<file path="config.mk">
export PLATFORM = sky130hd
export DESIGN_NAME = mem_arbiter
export DESIGN_NICKNAME = d
export VERILOG_FILES = /design/src/rtl/mem_arbiter.sv
export SDC_FILE = /design/constraint.sdc
export NUM_CORES = 1
export LEC_CHECK = 0
export ABC_AREA = 1
export BUFFER_PORTS_ARGS = -buffer_cell sky130_fd_sc_hd__buf_2
export CAP_MARGIN = 15
export CORE_MARGIN = 5
export CORE_UTILIZATION = 40
export CTS_CLUSTER_DIAMETER = 100
export DETAILED_ROUTE_END_ITERATION = 7
export PLACE_DENSITY = 0.87
export SETUP_SLACK_MARGIN = 0.02
export SLEW_MARGIN = 20
export SYNTH_ARGS = -nofsm -noshare
export SYNTH_HDL_FRONTEND = slang
export SYNTH_SLANG_ARGS = --single-unit
</file>
<file path="constraint.sdc">
create_clock -name clock -period 2.81 [get_ports clock]
set_clock_uncertainty 0.15 [all_clocks]
set_input_delay 0.562 -clock clock [delete_from_list [all_inputs] [get_ports clock]]
set_output_delay 0.562 -clock clock [all_outputs]
set_load 0.1 [all_outputs]
</file>
<file path="src/rtl/mem_arbiter.sv">
// Two-requester (IFU/LSU) arbiter onto a single valid/ready memory channel, one transaction in flight.
// Define MEM_ARB_RR_EN for round-robin grant; default is fixed LSU-over-IFU priority.
module mem_arbiter #(
    parameter int ADDR_W = 32,
    parameter int DATA_W = 32
) (
    input  logic                clock,
    input  logic                reset,
    input  logic                ifu_req_valid,
    output logic                ifu_req_ready,
    input  logic [ADDR_W-1:0]   ifu_addr,
    output logic                ifu_resp_valid,
    output logic [DATA_W-1:0]   ifu_rdata,
    input  logic                lsu_req_valid,
    output logic                lsu_req_ready,
    input  logic                lsu_wen,
    input  logic [ADDR_W-1:0]   lsu_addr,
    input  logic [DATA_W-1:0]   lsu_wdata,
    input  logic [DATA_W/8-1:0] lsu_wmask,
    output logic                lsu_resp_valid,
    output logic [DATA_W-1:0]   lsu_rdata,
    output logic                mem_req_valid,
    input  logic                mem_req_ready,
    output logic                mem_wen,
    output logic [ADDR_W-1:0]   mem_addr,
    output logic [DATA_W-1:0]   mem_wdata,
    output logic [DATA_W/8-1:0] mem_wmask,
    input  logic                mem_resp_valid,
    input  logic [DATA_W-1:0]   mem_rdata,
    input  logic                mem_resp_err,
    output logic                resp_err
);
    typedef enum logic [1:0] {IDLE, REQ, RESP} state_t;

    state_t              state;
    logic                owner_lsu;
    logic                req_valid;
    logic                req_wen;
    logic [ADDR_W-1:0]   req_addr;
    logic [DATA_W-1:0]   req_wdata;
    logic [DATA_W/8-1:0] req_wmask;
    logic                grant_ifu;
    logic                grant_lsu;
    logic                grant_open;
    logic                resp_hit;

    // Reset is folded in so neither ready can rise while the block is held in reset.
    assign grant_open = (state == IDLE) && reset;

`ifdef MEM_ARB_RR_EN
    logic last_owner_lsu;

    always_comb begin
        grant_lsu = 1'b0;
        grant_ifu = 1'b0;
        if (grant_open) begin
            if (lsu_req_valid && ifu_req_valid) begin
                grant_lsu = ~last_owner_lsu;
                grant_ifu = last_owner_lsu;
            end else begin
                grant_lsu = lsu_req_valid;
                grant_ifu = ifu_req_valid;
            end
        end
    end

    always_ff @(posedge clock or negedge reset) begin
        if (!reset) begin
            last_owner_lsu <= 1'b1;
        end else if (grant_lsu || grant_ifu) begin
            last_owner_lsu <= grant_lsu;
        end
    end
`else
    always_comb begin
        grant_lsu = grant_open && lsu_req_valid;
        grant_ifu = grant_open && ifu_req_valid && !lsu_req_valid;
    end
`endif

    always_ff @(posedge clock or negedge reset) begin
        if (!reset) begin
            state     <= IDLE;
            owner_lsu <= 1'b0;
            req_valid <= 1'b0;
            req_wen   <= 1'b0;
            req_addr  <= '0;
            req_wdata <= '0;
            req_wmask <= '0;
        end else begin
            case (state)
                IDLE: begin
                    if (grant_lsu) begin
                        owner_lsu <= 1'b1;
                        req_valid <= 1'b1;
                        req_wen   <= lsu_wen;
                        req_addr  <= lsu_addr;
                        req_wdata <= lsu_wdata;
                        req_wmask <= lsu_wmask;
                        state     <= REQ;
                    end else if (grant_ifu) begin
                        owner_lsu <= 1'b0;
                        req_valid <= 1'b1;
                        req_wen   <= 1'b0;
                        req_addr  <= ifu_addr;
                        req_wdata <= '0;
                        req_wmask <= '1;
                        state     <= REQ;
                    end
                end
                REQ: begin
                    if (mem_req_ready) begin
                        req_valid <= 1'b0;
                        state     <= RESP;
                    end
                end
                RESP: begin
                    if (mem_resp_valid) begin
                        state <= IDLE;
                    end
                end
                default: begin
                    req_valid <= 1'b0;
                    state     <= IDLE;
                end
            endcase
        end
    end

    // Responses are only honoured while waiting for one; stray beats elsewhere are dropped.
    assign resp_hit       = (state == RESP) && mem_resp_valid;
    assign ifu_resp_valid = resp_hit && !owner_lsu;
    assign lsu_resp_valid = resp_hit && owner_lsu;
    assign ifu_rdata      = ifu_resp_valid ? mem_rdata : '0;
    assign lsu_rdata      = lsu_resp_valid ? mem_rdata : '0;
    assign resp_err       = resp_hit && mem_resp_err;

    assign ifu_req_ready  = grant_ifu;
    assign lsu_req_ready  = grant_lsu;
    assign mem_req_valid  = req_valid;
    assign mem_wen        = req_wen;
    assign mem_addr       = req_addr;
    assign mem_wdata      = req_wdata;
    assign mem_wmask      = req_wmask;
endmodule

</file>
=== After elaboration in Yosys (flattened, before gate mapping) ===
Cells that the tools add are included.

* Mux-type cells: 20
* Equal/unequal tests: 5
* Reductions and logical operators: 15
* Bitwise gates (word level): 1

{| class="wikitable"
|+ Operator list
! kind !! count
|-
| $mux 32 || 6
|-
| $logic_and 1x1->1 || 8
|-
| $mux 2 || 4
|-
| $mux 4 || 2
|-
| $mux 1 || 6
|-
| $pmux 2 s3 || 1
|-
| $reduce_and 3->1 || 2
|-
| $ne 2x2->1 const B || 2
|-
| $ne 3x3->1 const B || 1
|-
| $pmux 1 s3 || 1
|-
| $eq 2x1->1 const B || 1
|-
| $eq 2x2->1 const B || 1
|-
| $logic_not 1->1 || 2
|-
| $logic_not 2->1 || 1
|-
| $reduce_and 2->1 || 1
|-
| $reduce_bool 2->1 || 1
|-
| $not 1->1 || 1
|}

* Output and inout bits: 139
* Register bits: 73
* Input port bits: 140

=== Longest topological paths before layout ===
* Depth after elaboration: 7
* Depth in mapped cells: 8
* Gate-level depth less buffers: 6

=== Worst setup path after synthesis ===
No wires, ideal clock.

* Path kind: in2out
* Start point: in mem_resp_valid
* End point: out lsu_rdata[22]
* Stages on the path: 5
* Data arrival time: 2.247 ns
* Buffers on the path: 1
* Slack: -0.149 ns
* Cell sequence: nand3_1 inv_1 nand2_1 buf_2 nor2_1

* Longest elaborated chain between the ends: 3

{| class="wikitable"
|+ Ends and longest elaborated chain
! item !! line !! source
|-
| start: declaration || 28 || <nowiki>input logic mem_resp_valid,</nowiki>
|-
| $logic_and 1x1->1 || 131 || <nowiki>assign resp_hit = (state == RESP) && mem_resp_valid;</nowiki>
|-
| $logic_and 1x1->1 || 133 || <nowiki>assign lsu_resp_valid = resp_hit && owner_lsu;</nowiki>
|-
| $mux 32 || 135 || <nowiki>assign lsu_rdata = lsu_resp_valid ? mem_rdata : '0;</nowiki>
|-
| end: declaration || 21 || <nowiki>output logic [DATA_W-1:0] lsu_rdata,</nowiki>
|}

Every way passes these cells.

=== Worst setup path in the final report ===
* Start point: reg state[0]
* End point: out ifu_rdata[15]

* Longest elaborated chain between the ends: 4

{| class="wikitable"
|+ Ends and longest elaborated chain
! item !! line !! source
|-
| start: declaration || 35 || <nowiki>state_t state;</nowiki>
|-
| start signal: assignment || 83 || <nowiki>state <= IDLE;</nowiki>
|-
| start signal: assignment || 100 || <nowiki>state <= REQ;</nowiki>
|-
| start signal: assignment || 108 || <nowiki>state <= REQ;</nowiki>
|-
| $eq 2x2->1 || 131 ||
|-
| $logic_and 1x1->1 || 131 ||
|-
| $logic_and 1x1->1 || 132 || <nowiki>assign ifu_resp_valid = resp_hit && !owner_lsu;</nowiki>
|-
| $mux 32 || 134 || <nowiki>assign ifu_rdata = ifu_resp_valid ? mem_rdata : '0;</nowiki>
|-
| end: declaration || 13 || <nowiki>output logic [DATA_W-1:0] ifu_rdata,</nowiki>
|}

Every way passes these cells.

==> results.md <==
* Status: finished clean
* Maximum number of pins on one net before global-route repair at 68
* Data required, critical path at approximately 2.1 ns
* RePlAce Congestion at 0.8526
* Worst path depth at 7
* Drt first-iter violations at roughly 320
* Crit path buffers/inverters at 4
* Mapped Area at 3874 sq um
* Gate Count Post-Synth at roughly 570
* H-tree depth at 3
* Worst path arrival time at 1.86 ns
* Hold slack at 0.1656 ns
* Place WS at 0.3963 ns
* Slew @ Worst Pin at 0.7027 ns
* Reported max-cap violation count at 0
* Period utilization at 91.57%
* Initial Util at between 40% and 50%
* Sequential-to-total area share from yosys stat at 47.16%
* Reg-to-Reg End: mem_addr[13]$_DFFE_PN0P_
* Nets at 968
* Fmax achieved at about 0.4 GHz
* Crit-path cells: inv_1 -> nand3_1 -> inv_1 -> nand2_1 -> buf_4 -> nor2_1 -> buf_12
* Row Count at 36
* Die Y at 108.4 um
* Remaining Overflow, GRT at 0
* Initial antenna violation count at 3
* Vias per Instance at 4.549
* CP max-delay cell: dfrtp_1
* Unique masters post-synth at 16
* Crit path capture type: output port
* Crit path launch: state[0]$_DFFE_PN0P_
* Depth of the worst register-to-register path at 7
* Post-Syn Area per Cell at 6.856 sq um
* Warnings from Yosys at 0
* Minimum clock period at 2.573 ns
* Post-route setup slack at around 0.24 ns
* Final Setup Violations at 0
* I/O Pins at 279
* Critical path's top delay family: buffers and inverters
* Num Clock Sinks at 73
* Port Buffer Count at 278
* Commonest non-fill, non-tap cell in the layout: buf_2
* Core Box Area at between 9000 and 10000 sq um
* CP Launch Type: flop
* Die W at 108.4 um
* Antenna-violating nets left at 0
* Reg clk slew, reported paths at 0.08 ns
* Total GRT Usage at between 20% and 30%
* Syn Nets at 705
* Final WL at around 14000 um
* Slew margin rel. at 53.15%
* Area grow syn2layout at 69.57%
* CP max FO at 33
* Final hold viol count at 0
* Drt wl/cell at 14.27 um
* Critical path capture point: ifu_rdata[15]
* Vias in the first global route at between 4000 and 5000
* CTS tree: built
* Crit Path Class: flop to output port
* Reg2Reg Setup Slack at approximately 0.65 ns
* Layout cell share with drive strength beyond 1 at 36.73%
* Most used cell, CP: inv_1
* Residual DRC at 0
* Root buffer cell: clkbuf_8
* Slew Viols, Final at 0
* Hold Path Class: primary input to asynchronous set/reset pin
* Post-CTS setup buffer count at 0
* Vias at 4417
* Clock Latency Late Sink at 0.33 ns
* Most frequent cells in the layout: buf_2 (209), nand2_1 (202), inv_1 (102)
* Reg-to-Reg Start: state[1]$_DFFE_PN0P_
* CP peak stage delay at approximately 0.43 ns
* Global-route wire length before repair at 20700 um
* Die area at ~12000 sq um
* Number of buffers created by CTS at 9
* Clock Path Buffers at 2
* Yosys reg bits at 73
* Unrepaired setup endpoints after global routing: false
* Final Non-Filler Cells at between 900 and 1000
* HPWL after DPL at around 11000 um
* Placed Instances at 950
* 1st-pass router iterations at 6
==> synthesized netlist by cell type <==
library cell | instances | area share [%]
buf_2 | 13 | 1.7
buf_4 | 5 | 0.97
buf_6 | 3 | 0.87
clkbuf_1 | 14 | 1.4
clkinv_1 | 1 | 0.097
dfrtp_1 | 73 | 47
inv_1 | 102 | 9.9
inv_2 | 1 | 0.097
nand2_1 | 202 | 20
nand3_1 | 34 | 4.4
nand3_2 | 1 | 0.26
nand4_1 | 32 | 5.2
nor2_1 | 79 | 7.7
nor2_4 | 1 | 0.29
o21ai_0 | 3 | 0.39
o22ai_1 | 1 | 0.16
==> sequential cells by signal, indices dropped and copies added (netlist names) <==
name,flops
mem_addr,32
mem_wdata,32
mem_wmask,4
state,2
mem_req_valid,1
mem_wen,1
owner_lsu,1
==> cell type report <==
cell class | count | area [sq um]
antenna | 5 | 12.51
sequential | 73 | 1827
timing repair buffer | 287 | 2482
fill | 720 | 3025
tap | 133 | 166.4
multi-input combinational | 353 | 1470
clock inverter | 6 | 90.09
clock buffer | 10 | 127.6
inverter | 104 | 392.9
==> worst min-delay path by stage <==
stage,startpoint,endpoint
final,reset,mem_addr[4]$_DFFE_PN0P_
after floorplan,reset,mem_addr[0]$_DFFE_PN0P_
after detailed placement,mem_wdata[28]$_DFFE_PN0P_,mem_wdata[28]$_DFFE_PN0P_
after global placement,mem_wdata[1]$_DFFE_PN0P_,mem_wdata[1]$_DFFE_PN0P_
after CTS,reset,mem_addr[6]$_DFFE_PN0P_
after global routing,reset,mem_addr[4]$_DFFE_PN0P_
==> layer usage <==
layer / track usage (%) / vias up / part of all wire [%]
met5: 0 / - / 0
met4: 8.837 / 0 / 2.1
met3: 5.194 / 23 / 8.0
met2: 40.38 / 194 / 54
met1: 24.90 / 1997 / 36
li1: - / 2203 / -
==> per-stage QoR <==
| step | instance area (sq um) | setup TNS [ns] | util (%) |
|---|---|---|---|
| after global routing | 6564 | 0 | 68.41 |
| final | 6569 | 0 | 68.47 |
| after global placement | 6336 | 0 | 66.04 |
| after detailed placement | 6336 | 0 | 66.04 |
| after floorplan | 3876 | -8.621 | - |
| after CTS | 6554 | 0 | 68.31 |
==> cell families (layout without fill, tap and decap cells) <==
| kind of cell | Yosys count | count (layout) | synth area share [%] |
|---|---|---|---|
| DFF | 73 | 73 | 47.16 |
| and+or+nand+nor | 349 | 349 | 37.34 |
| AOI/OAI and AO/OA | 4 | 4 | 0.5491 |
| buffers and inverters | 139 | 407 | 14.95 |
| other | 0 | 5 | 0 |
==> repair_timing <==
action / 4_1_cts / 5_1_grt
resized for setup: 0 / 1
setup endpoints to repair: 0 / 59
hold buffers: 0 / 0
Power is left out: the tool's default activity adds up to more than one toggle a clock period on the data nets, which glitch-free logic cannot reach.
